## config.mk

```make
export PLATFORM = sky130hd
export DESIGN_NAME = rotate_sequencer
export DESIGN_NICKNAME = d
export VERILOG_FILES = /design/src/rtl/rotate_sequencer.sv
export SDC_FILE = /design/constraint.sdc
export NUM_CORES = 1
export LEC_CHECK = 0
export ABC_AREA = 1
export BUFFER_PORTS_ARGS = -buffer_cell sky130_fd_sc_hd__buf_2
export CAP_MARGIN = 5
export CORE_AREA = 3 3 160 162
export CTS_BUF_LIST = sky130_fd_sc_hd__clkbuf_4 sky130_fd_sc_hd__clkbuf_8
export DETAILED_ROUTE_END_ITERATION = 8
export DIE_AREA = 0 0 163 165
export PLACE_DENSITY = 0.79
export SLEW_MARGIN = 30
export SYNTH_ARGS = -nofsm -noshare
export SYNTH_HDL_FRONTEND = slang
export SYNTH_SLANG_ARGS = --single-unit
```

## constraint.sdc

```tcl
create_clock -name clk_in -period 1.7 [get_ports clk_in]
set_clock_uncertainty 0.15 [all_clocks]
set_input_delay 0.34 -clock clk_in [delete_from_list [all_inputs] [get_ports clk_in]]
set_output_delay 0.34 -clock clk_in [all_outputs]
set_load 0.005 [all_outputs]
```

## src/rtl/rotate_sequencer.sv

```systemverilog
// ==== rotate_sequencer : angle tracking, LUT fetch and valid/ready sequencing for the triangle rotator ====
// ==== Revision 1.0 ====
`default_nettype none

module rotate_sequencer #(
    parameter int ANGLE_W     = 8,
    parameter int LUT_LATENCY = 2,
    parameter int CNT_W       = 16
) (
    input  logic               clk_in,
    input  logic               rst_in_n,
    input  logic               frame_start_in,
    input  logic [ANGLE_W-1:0] angle_step_in,
    input  logic               tri_valid_in,
    output logic               tri_ready_out,
    input  logic [71:0]        tri_in,
    output logic [ANGLE_W-1:0] lut_addr_out,
    input  logic [15:0]        lut_sin_in,
    input  logic [15:0]        lut_cos_in,
    output logic [71:0]        mul_tri_out,
    output logic [15:0]        mul_sin_out,
    output logic [15:0]        mul_cos_out,
    input  logic [80:0]        mul_res_in,
    output logic               tri_valid_out,
    input  logic               tri_ready_in,
    output logic [80:0]        tri_out,
    output logic [CNT_W-1:0]   tri_count_out,
    output logic               busy_out
);

    typedef enum logic [1:0] {
        S_LOAD   = 2'd0,
        S_ACCEPT = 2'd1,
        S_CALC   = 2'd2,
        S_OUT    = 2'd3
    } state_t;

    localparam logic [3:0] C_LOAD_LAST = 4'(LUT_LATENCY - 1);

    state_t             state_q;
    logic [ANGLE_W-1:0] angle_q;
    logic [ANGLE_W-1:0] angle_d;
    logic [ANGLE_W-1:0] load_angle_q;
    logic               pending_q;
    logic               load_pending_d;
    logic [3:0]         cnt_q;
    logic [71:0]        mul_tri_q;
    logic [15:0]        mul_sin_q;
    logic [15:0]        mul_cos_q;
    logic               tri_valid_q;
    logic [80:0]        tri_q;
    logic [CNT_W-1:0]   count_q;

    always_comb begin
        angle_d = angle_q;
        if (frame_start_in) begin
            angle_d = angle_q + angle_step_in;
        end
    end

    // The first load cycle consumes any earlier request, so only newer frames force a reload.
    always_comb begin
        load_pending_d = frame_start_in;
        if (cnt_q != 4'd0) begin
            load_pending_d = pending_q | frame_start_in;
        end
    end

    always_ff @(posedge clk_in or negedge rst_in_n) begin
        if (!rst_in_n) begin
            state_q      <= S_LOAD;
            angle_q      <= '0;
            load_angle_q <= '0;
            pending_q    <= 1'b1;
            cnt_q        <= 4'd0;
            mul_tri_q    <= '0;
            mul_sin_q    <= '0;
            mul_cos_q    <= '0;
            tri_valid_q  <= 1'b0;
            tri_q        <= '0;
            count_q      <= '0;
        end else begin
            angle_q <= angle_d;
            if (frame_start_in) begin
                pending_q <= 1'b1;
            end

            case (state_q)
                S_LOAD: begin
                    if (cnt_q == 4'd0) begin
                        pending_q <= frame_start_in;
                    end
                    if (cnt_q == C_LOAD_LAST) begin
                        mul_sin_q <= lut_sin_in;
                        mul_cos_q <= lut_cos_in;
                        cnt_q     <= 4'd0;
                        if (load_pending_d) begin
                            load_angle_q <= angle_d;
                        end else begin
                            state_q <= S_ACCEPT;
                        end
                    end else begin
                        cnt_q <= cnt_q + 4'd1;
                    end
                end
                S_ACCEPT: begin
                    if (pending_q) begin
                        load_angle_q <= angle_d;
                        state_q      <= S_LOAD;
                    end else if (tri_valid_in) begin
                        mul_tri_q <= tri_in;
                        state_q   <= S_CALC;
                    end
                end
                S_CALC: begin
                    tri_q       <= mul_res_in;
                    tri_valid_q <= 1'b1;
                    state_q     <= S_OUT;
                end
                S_OUT: begin
                    if (tri_ready_in) begin
                        tri_valid_q <= 1'b0;
                        if (count_q != '1) begin
                            count_q <= count_q + CNT_W'(1);
                        end
                        if (pending_q || frame_start_in) begin
                            load_angle_q <= angle_d;
                            state_q      <= S_LOAD;
                        end else begin
                            state_q <= S_ACCEPT;
                        end
                    end
                end
                default: state_q <= S_LOAD;
            endcase

            // A new frame clears the count even when an emit lands in the same cycle.
            if (frame_start_in) begin
                count_q <= '0;
            end
        end
    end

    assign tri_ready_out = (state_q == S_ACCEPT) && !pending_q;
    assign busy_out      = (state_q != S_ACCEPT);
    assign lut_addr_out  = load_angle_q;
    assign mul_tri_out   = mul_tri_q;
    assign mul_sin_out   = mul_sin_q;
    assign mul_cos_out   = mul_cos_q;
    assign tri_valid_out = tri_valid_q;
    assign tri_out       = tri_q;
    assign tri_count_out = count_q;

endmodule

`default_nettype wire

```

==> results of run 1 <==
power by group through the flow:
stage / Clock [mW] / Combinational (mW) / Sequential, mW
final: 5.27 / 11.3 / 9.58
after global routing: 5.63 / 12.0 / 9.83
after CTS: 5.36 / 10.1 / 9.35
after detailed placement: 0 / 9.54 / 9.36
after global placement: 0 / 9.22 / 9.28
after floorplan: 0 / 5.15 / 9.45
cell type report:
cell class              count  area [µm²]
inverters                  29         116
multi-input cells         435        3880
repair buffers            672        4890
diodes                      2        5.00
clock buffers              56         721
clock inverters            10         103
flip-flops and latches    225        5640
well taps                 324         405
fillers                  1646        8490
worst max path at each step:
stage | startpoint | end | slack [ns] | cells past startpoint
4_1_cts | register | tri_ready_out | -0.11 | 4
2_1_floorplan | angle_step_in[0] | angle_q[6] | -0.02 | 10
3_3_place_gp | angle_step_in[0] | angle_q[6] | -0.18 | 11
3_5_place_dp | angle_step_in[0] | angle_q[6] | -0.24 | 11
5_1_grt | angle_q[0] | lut_addr_out[6] | -0.21 | 12
6_report | angle_q[0] | angle_q[6] | -0.10 | 10
logic make-up after synthesis:
| group | after synthesis | synth area share |
|---|---|---|
| buffers and inverters | 54 | 0.0397 |
| multiplexers | 185 | 0.244 |
| XOR/XNOR | 7 | 0.00638 |
| AND/OR/NAND/NOR | 200 | 0.0945 |
| AO/OA/AOI/OAI | 32 | 0.0178 |
| adder cells (fa/ha/maj) | 9 | 0.0125 |
| flip-flops | 225 | 0.586 |
critical path: cells and delay by family (launching register included):
kind | cells | cell delay, ns
adders and majority gates | 2 | 0.52
buffers and inverters | 2 | 0.11
DFF | 1 | 0.35
and+or+nand+nor | 6 | 0.57
cell usage after synthesis, drive strengths merged (6+ instances only):
cell type and number:
dfrtp 224, a21oi 6, nand3 31, or2 9
mux2 185, o21ai 21, ha 8, nand2 111
buf 24, xor2 6, inv 29, nor2 35
what timing repair did:
item                                    4_1_cts  5_1_grt
gates resized for setup                      23       98
pin swaps                                     8       18
setup buffers                                12       14
endpoints found under the setup margin       54      126
hold buffers                                187        0
gates cloned                                  0       10
endpoints found under the hold margin       411        0
per-layer routing:
layer / wire length (µm) / track usage
met2: 18000 / 0.417
met1: 12400 / 0.258
met4: 1390 / 0.0992
met5: 0 / 0
met3: 2550 / 0.0602
state kept, by name, summed over array words and instances (netlist names), named ones only:
signal         flops
angle_q            8
tri_out           81
state_q            1
cnt_q              4
mul_cos_out       16
mul_tri_out       72
tri_count_out     16
tri_valid_out      1
mul_sin_out       16
pending_q          1
lut_addr_out       8
metrics by stage:
| stage | setup slack, ns | cell area, µm² | hold WS (ns) |
|---|---|---|---|
| floorplan | -0.0154 | 9620 | -0.106 |
| global placement | -0.179 | 12300 | 0.122 |
| detailed placement | -0.238 | 12300 | 0.125 |
| CTS | -0.113 | 15100 | 0.0101 |
| global route | -0.208 | 15800 | 0.0716 |
| finish | -0.104 | 15800 | 0.115 |
==> impl_metrics.yaml, run 1 <==
clocking:
  cts_root_buffer: "clkbuf_8"
  cts.reportedPaths.clkPinSlew_ns: 0.06
  cts_buffers: 38
  cts_tree: "built"
  h-tree-depth: 2
  clk-insertion-delay-late_ns: 0.53
  clock_sinks: 225
  cts.path.max_buffers: 3
floorplanning:
  start_util: 0.397
  ios: 410
  rows: 57
  die_height_um: 165
  fp.dieW_um: 163
  core_mm2: 0.0242
  dieArea_mm2: 0.0269
job:
  cap_violations: 0
detailed_routing:
  vias: 8459
  routed_via_density: 4.83
  totalWireLength_mm: 34.3
  wl_per_cell_um: 19.6
  ant_nets: 0
  drc: 0
  first_pass_iters: 5
  drtIter0Drc: 366
sta:
  setup_ws_ns: -0.104
  setup_viol: 31
  finalCritPeriodShare: 1.06
  rsz0062_at_grt: "yes"
  fmax_ghz: 0.554
  setup_tns_ns: -0.811
  worst_pin_slew_ns: 0.399
  hold_viol: 0
  maxSlewViolCount: 0
  period_needed_ns: 1.80
  relSlewSlack: 0.734
outcome:
  violations: "setup timing"
  status: "finished, violations left"
worst_hold_path:
  holdPathStages: 4
  hold_end: "angle_q[0]"
  hold_class: "in2reg"
  hold_start: "angle_step_in[0]"
final_layout:
  final_common_cell: "buf_2"
  layout.nets: 1608
  layout_common_cells: "buf_2 (404), dfrtp_1 (216), dlygate4sd3_1 (187), mux2_2 (113), nand2_1 (87)"
  area_delta_synth_final_pct: 63.9
  fin_util: 0.650
  stdcell_count: 1753
  drive_gt1_frac: 0.574
setup_path:
  r2r_start: "angle_q[0]"
  r2r_setup_slack_ns: -0.10
  critPathArrivalTime_ns: 2.06
  critical_path_required_ns: 1.96
  path_cells: "ha_2 > inv_2 > fa_2 > inv_2 > nand2_2 > nand2_2 > nand3b_1 > nand3_1 > nand3_2 > and2_4"
  r2r_end: "angle_q[6]"
  crit_slowest_cell: "dfrtp_1"
  reg2reg_depth: 10
  critPathMaxFanout: 3
  end_kind: "register"
  path_class: "reg2reg"
  start_kind: "register"
  max_stage_delay_ns: 0.35
place:
  port_buffers: 409
  dp.cells: 1464
  gp_congestion: 0.843
  dp_hpwl_mm: 19.7
synth:
  synth_area_per_cell_um2: 13.5
  netlist_area_mm2: 0.00962
  synth_top_flop_cell: "dfrtp_1"
  async_flop_share: 1.00
  synthCells: 712
  yosys.area.top_type: "dfrtp_1"
  yosysTopAreaCellShare: 0.583
  yosys_warnings: 0
  synth_edf_count: 0
  synth_seq_cells: 225
  synth_cell_types: 38
  synth_fp_nets: 919
  seq_area_frac_synth: 0.586
  synth.area.top_cells: "dfrtp_1 (58%), mux2_2 (13%), mux2_4 (11%)"
global_routing:
  grtUsageTotal: 0.231
  grt_first_pass_wirelength_mm: 49.0
  grt_antenna_before_repair: 2
  grt_pass1_vias: 9107
  grt_max_degree: 45
  overflow: 0
power:
  seqPwrFrac: 0.367
  combPwrFrac: 0.431
  p_sw_mw: 8.68
  total_power_mw: 26.1
  powerDensity_mw_per_mm2: 1660
  vdd_drop_max_mv: 0.910
  leakage_nw: 7.98
  swShare: 0.333
  pwr-share-clk: 0.202
  p_int_mw: 17.4
(Power assumes the default switching activity.)
==> inputs of run 2 (changes only) <==
--- a/config.mk
+++ b/config.mk
@@ -6,13 +6,14 @@
 export NUM_CORES = 1
 export LEC_CHECK = 0
 export ABC_AREA = 1
-export BUFFER_PORTS_ARGS = -buffer_cell sky130_fd_sc_hd__buf_2
 export CAP_MARGIN = 5
-export CORE_AREA = 3 3 160 162
+export CORE_ASPECT_RATIO = 1.5
+export CORE_MARGIN = 3
+export CORE_UTILIZATION = 40
 export CTS_BUF_LIST = sky130_fd_sc_hd__clkbuf_4 sky130_fd_sc_hd__clkbuf_8
 export DETAILED_ROUTE_END_ITERATION = 8
-export DIE_AREA = 0 0 163 165
-export PLACE_DENSITY = 0.79
+export DONT_BUFFER_PORTS = 1
+export PLACE_DENSITY = 0.65
 export SLEW_MARGIN = 30
 export SYNTH_ARGS = -nofsm -noshare
 export SYNTH_HDL_FRONTEND = slang
==> run 2 against run 1 <==
Maximum frequency down 4.0%. Critical endpoint unchanged. Worst hold slack got worse by 0.77 ns. Power is 12% lower. Wire length fell by 18%. Combinational power decreased by 29%. Critical path depth did not move. Non-clock buffer count down 403. The flow finishes with violations (hold timing, setup timing). Final cell count fell by 24%.
==> impl_metrics.yaml, run 2 (synthesis gave the netlist of run 1 again) <==
final_layout:
  stdcell_count: 1333
  layout.nets: 1202
  final_common_cell: "dfrtp_1"
  area_delta_synth_final_pct: 41.5
  drive_gt1_frac: 0.389
  largest_reg_flops: 81
  layout_common_cells: "dfrtp_1 (222), dlygate4sd3_1 (192), mux2_2 (114), nand2_1 (94), mux2_4 (71)"
  fin_util: 0.584
setup_path:
  start_kind: "register"
  crit_path_start: "angle_q[0]"
  r2r_start: "angle_q[0]"
  path_cells: "ha_4 > inv_2 > fa_2 > inv_2 > nand2_2 > nand2_2 > nand3b_1 > nand3_1 > nand3_1 > and2_1"
  critPathArrivalTime_ns: 2.13
  critical_path_required_ns: 1.95
  end_kind: "register"
  critPathMaxFanout: 3
  max_stage_delay_ns: 0.39
  path_class: "reg2reg"
  crit_family: "simple AND/OR/NAND/NOR gates"
  critical_path_buf_inv_count: 2
  crit_slowest_cell: "dfrtp_1"
detailed_routing:
  totalWireLength_mm: 28.1
  ant_nets: 0
  drc: 0
  first_pass_iters: 4
  vias: 6708
  routed_via_density: 5.03
  wl_per_cell_um: 21.1
  drtIter0Drc: 187
sta:
  rsz0062_at_grt: "yes"
  hold_viol: 226
  finalCritPeriodShare: 1.11
  worst_pin_slew_ns: 0.631
  hold_slack_ns: -0.653
  fmax_ghz: 0.532
  setup_ws_ns: -0.180
  setup_viol: 71
  relSlewSlack: 0.578
  maxSlewViolCount: 0
  period_needed_ns: 1.88
floorplanning:
  fp.dieW_um: 133
  ios: 410
  core_mm2: 0.0233
  die_height_um: 196
  rows: 68
  start_util: 0.413
  dieArea_mm2: 0.0260
power:
  vdd_drop_max_mv: 1.04
  leakage_nw: 6.23
  powerDensity_mw_per_mm2: 1700
  total_power_mw: 23.1
place:
  port_buffers: 0
  dp_hpwl_mm: 17.0
  dp.cells: 1047
  gp_congestion: 0.780
global_routing:
  grt_pass1_vias: 7234
  grtUsageTotal: 0.196
  grt_first_pass_wirelength_mm: 40.1
  grt_antenna_before_repair: 1
  grt_max_degree: 226
  overflow: 0
clocking:
  cts.reportedPaths.clkPinSlew_ns: 0.07
  cts.path.max_buffers: 3
  cts_root_buffer: "clkbuf_8"
  cts_tree: "built"
  cts_buffers: 35
  clk-insertion-delay-late_ns: 0.52
  clock_sinks: 225
  h-tree-depth: 2
outcome:
  violations: "hold timing, setup timing"
  status: "finished, violations left"
job:
  cap_violations: 0
worst_hold_path:
  hold_class: "in2async"
run 2: cell types whose count changed in the layout (fill, tap and decap cells not counted), sizes merged:
cell / before / now
buf: 478 / 70
dlygate4sd3: 187 / 192
clkinvlp: 1 / 3
clkbuf: 63 / 60
diode: 2 / 1
bufinv: 2 / 0
clkinv: 7 / 3
run 2: worst reg2reg max path, delay by kind of cell, from the launching register on:
family	cells	cell delay (ns)
and+or+nand+nor	6	0.60
adders and majority gates	2	0.52
DFF	1	0.39
buffers and inverters	2	0.12
run 2: power by group:
| group | switching, mW | leakage, nW | total, mW | internal (mW) |
|---|---|---|---|---|
| Sequential | 2.50 | 2.69 | 10.4 | 7.95 |
| Combinational | 3.07 | 3.17 | 8.02 | 4.95 |
| Clock | 2.12 | 0.368 | 4.63 | 2.51 |
| Total | 7.69 | 6.23 | 23.1 | 15.4 |
run 2: stage by stage:
stage          setup slack (ns)  setup TNS [ns]  cell area, µm²  hold slack [ns]
2_1_floorplan           -0.0154         -0.0154            9620           -0.106
3_3_place_gp            -0.0669          -0.150           10100           -0.100
3_5_place_dp             -0.112          -0.371           10100           -0.102
4_1_cts                  -0.153           -2.06           12800           -0.691
5_1_grt                  -0.255           -9.79           13600           -0.687
6_report                 -0.180           -3.86           13600           -0.653
run 2: worst paths after layout:
kind                                   end  cells past startpoint  slack, ns
hold / removal                 tri_out[23]                      0      -0.65
hold reg to reg            lut_addr_out[5]                      2       0.37
setup / recovery                angle_q[6]                     10      -0.18
max in group asynchronous  lut_addr_out[6]                      0       1.74
setup reg to reg                angle_q[6]                     10      -0.18
min in group clk_in             angle_q[0]                      3      -0.04
run 2: metal layers:
layer	GRT usage	up-vias	routed length [µm]
met2	0.361	325	15300
met4	0.0948	0	1110
met3	0.0631	69	2020
met1	0.197	3329	9680
li1	-	2985	-
met5	0	-	0
run 2: repair_timing:
item | 4_1_cts | 5_1_grt
setup endpoints to repair | 13 | 140
resized for setup | 11 | 95
gates cloned | 0 | 12
buffers inserted | 7 | 16
pin swaps | 7 | 33
hold buffers | 191 | 2
hold endpoints to repair | 430 | 228
run 2: area by class of cell:
type / count / area, µm²
Antenna cell: 1 / 2.50
Multi-Input combinational cell: 435 / 3940
Fill cell: 1757 / 9710
Clock inverter: 6 / 41.3
Sequential cell: 225 / 5630
Timing Repair Buffer: 269 / 2810
Inverter: 29 / 111
Tap cell: 315 / 394
Clock buffer: 53 / 667
==> inputs of run 3 (changes only) <==
--- a/config.mk
+++ b/config.mk
@@ -6,11 +6,10 @@
 export NUM_CORES = 1
 export LEC_CHECK = 0
 export ABC_AREA = 1
-export CAP_MARGIN = 5
+export CAP_MARGIN = 20
 export CORE_ASPECT_RATIO = 1.5
 export CORE_MARGIN = 3
 export CORE_UTILIZATION = 40
-export CTS_BUF_LIST = sky130_fd_sc_hd__clkbuf_4 sky130_fd_sc_hd__clkbuf_8
 export DETAILED_ROUTE_END_ITERATION = 8
 export DONT_BUFFER_PORTS = 1
 export PLACE_DENSITY = 0.65
==> run 3 against run 2 <==
The flow still finishes with violations (hold timing, setup timing). Combinational power about the same. Sequential cell count did not move. Non-clock buffer count is 4 lower. Core utilization fell by 0.25 points. Power rose by 0.20%. Register-to-register slack gained 0.07 ns. Cell area decreased by 0.42%. Final cell count shrank 1.8%.
==> impl_metrics.yaml, run 3 (synthesis gave the netlist of run 1 again) <==
outcome:
  status: "finished, violations left"
  violations: "hold timing, setup timing"
global_routing:
  grt_antenna_before_repair: 1
  grt_max_degree: 226
  grtUsageTotal: 0.190
  grt_first_pass_wirelength_mm: 39.5
  grt_pass1_vias: 7059
  overflow: 0
sta:
  setup_viol: 55
  period_needed_ns: 1.81
  relSlewSlack: 0.568
  hold_viol: 240
  maxSlewViolCount: 0
  rsz0062_at_grt: "yes"
  fmax_ghz: 0.551
  setup_ws_ns: -0.115
  worst_pin_slew_ns: 0.648
  setup_tns_ns: -1.53
  hold_slack_ns: -0.621
  finalCritPeriodShare: 1.07
final_layout:
  area_delta_synth_final_pct: 40.9
  final_common_cell: "dfrtp_1"
  drive_gt1_frac: 0.374
  largest_reg_flops: 81
  layout.nets: 1185
  layout_common_cells: "dfrtp_1 (222), dlygate4sd3_1 (188), mux2_2 (114), nand2_1 (95), mux2_4 (71)"
  fin_util: 0.581
  stdcell_count: 1309
  postLayoutCellArea_mm2: 0.0135
setup_path:
  reg2reg_depth: 10
  cp.depth: 10
  path_class: "reg2reg"
  critPathMaxFanout: 3
  start_kind: "register"
  r2r_start: "angle_q[0]"
  critPathCapture: "angle_q[6]"
  r2r_setup_slack_ns: -0.11
  critical_path_buf_inv_count: 2
  max_stage_delay_ns: 0.38
  crit_path_start: "angle_q[0]"
  crit_slowest_cell: "dfrtp_1"
  end_kind: "register"
  path_cells: "ha_4 > inv_2 > fa_2 > inv_2 > nand2_2 > nand2_2 > nand3b_1 > nand3_1 > nand3_2 > and2_4"
  critical_path_required_ns: 1.95
  crit_family: "simple AND/OR/NAND/NOR gates"
  r2r_end: "angle_q[6]"
  critPathArrivalTime_ns: 2.06
place:
  gp_congestion: 0.780
  dp.cells: 1047
  dp_hpwl_mm: 17.0
  pre_cts_ws_ns: -0.112
  port_buffers: 0
  place_area_mm2: 0.0101
detailed_routing:
  drc: 0
  drtIter0Drc: 216
  routed_via_density: 5.01
  vias: 6555
  ant_nets: 0
  wl_per_cell_um: 21.2
  first_pass_iters: 4
  totalWireLength_mm: 27.8
power:
  leakage_nw: 6.21
  total_power_mw: 23.1
  powerDensity_mw_per_mm2: 1710
  vdd_drop_max_mv: 1.00
clocking:
  clock_sinks: 225
  cts.reportedPaths.clkPinSlew_ns: 0.06
  cts_root_buffer: "clkbuf_16"
  cts_tree: "built"
  cts.path.max_buffers: 3
  clk-insertion-delay-late_ns: 0.50
  h-tree-depth: 1
  cts_buffers: 22
  hold_buffers: 190
floorplanning:
  die_height_um: 196
  ios: 410
  fp.dieW_um: 133
  rows: 68
  dieArea_mm2: 0.0260
  start_util: 0.413
  core_mm2: 0.0233
worst_hold_path:
  hold_class: "in2async"
job:
  cap_violations: 0
## run 3: cell count changes in the layout (fill, tap and decap cells not counted), moves of 7 or more
cell,change
buf_4,+7
buf_6,-8
clkbuf_1,+8
clkbuf_16,+23
clkbuf_4,-10
clkbuf_8,-39
## run 3: final cells by class
cell class / count / area, µm²
diodes: 1 / 2.50
clock buffers: 35 / 661
clock inverters: 4 / 23.8
fillers: 1794 / 9760
inverters: 29 / 111
multi-input cells: 435 / 3970
flip-flops and latches: 225 / 5630
well taps: 315 / 394
repair buffers: 265 / 2750
## run 3: per-layer routing
layer  wire length (µm)  share of wire  GRT usage  vias up
met5                  0              0          0        -
met2              15400           0.56      0.358      295
met1               9390           0.34      0.197     3255
met4                917          0.033     0.0743        0
li1                   -              -          -     2944
met3               2040          0.073     0.0546       61
## run 3: worst reg2reg max path: stages, from the launching register on
cell,delay [ns]
dfrtp_1,0.38
ha_4,0.16
inv_2,0.04
fa_2,0.34
inv_2,0.08
nand2_2,0.05
nand2_2,0.07
nand3b_1,0.10
nand3_1,0.10
nand3_2,0.09
and2_4,0.14
## run 3: how the worst min path moves through the flow
stage	end	depth (start not counted)	slack (ns)
6_report	tri_out[23]	0	-0.62
5_1_grt	tri_out[33]	0	-0.64
4_1_cts	tri_out[23]	0	-0.65
3_5_place_dp	tri_out[23]	0	-0.10
3_3_place_gp	tri_out[23]	0	-0.10
2_1_floorplan	async pin	0	-0.11
## run 3: power by group
part | internal, mW | switching [mW]
combinational | 4.94 | 3.08
clock | 2.66 | 2.01
sequential | 7.95 | 2.50
total | 15.6 | 7.59
## run 3: repair_timing
action                                 CTS  global route
pin swaps                               11            40
setup endpoints to repair               11           108
cloned                                   0            11
gates resized for setup                 17            88
setup buffers                            8            15
endpoints found under the hold margin  430           241
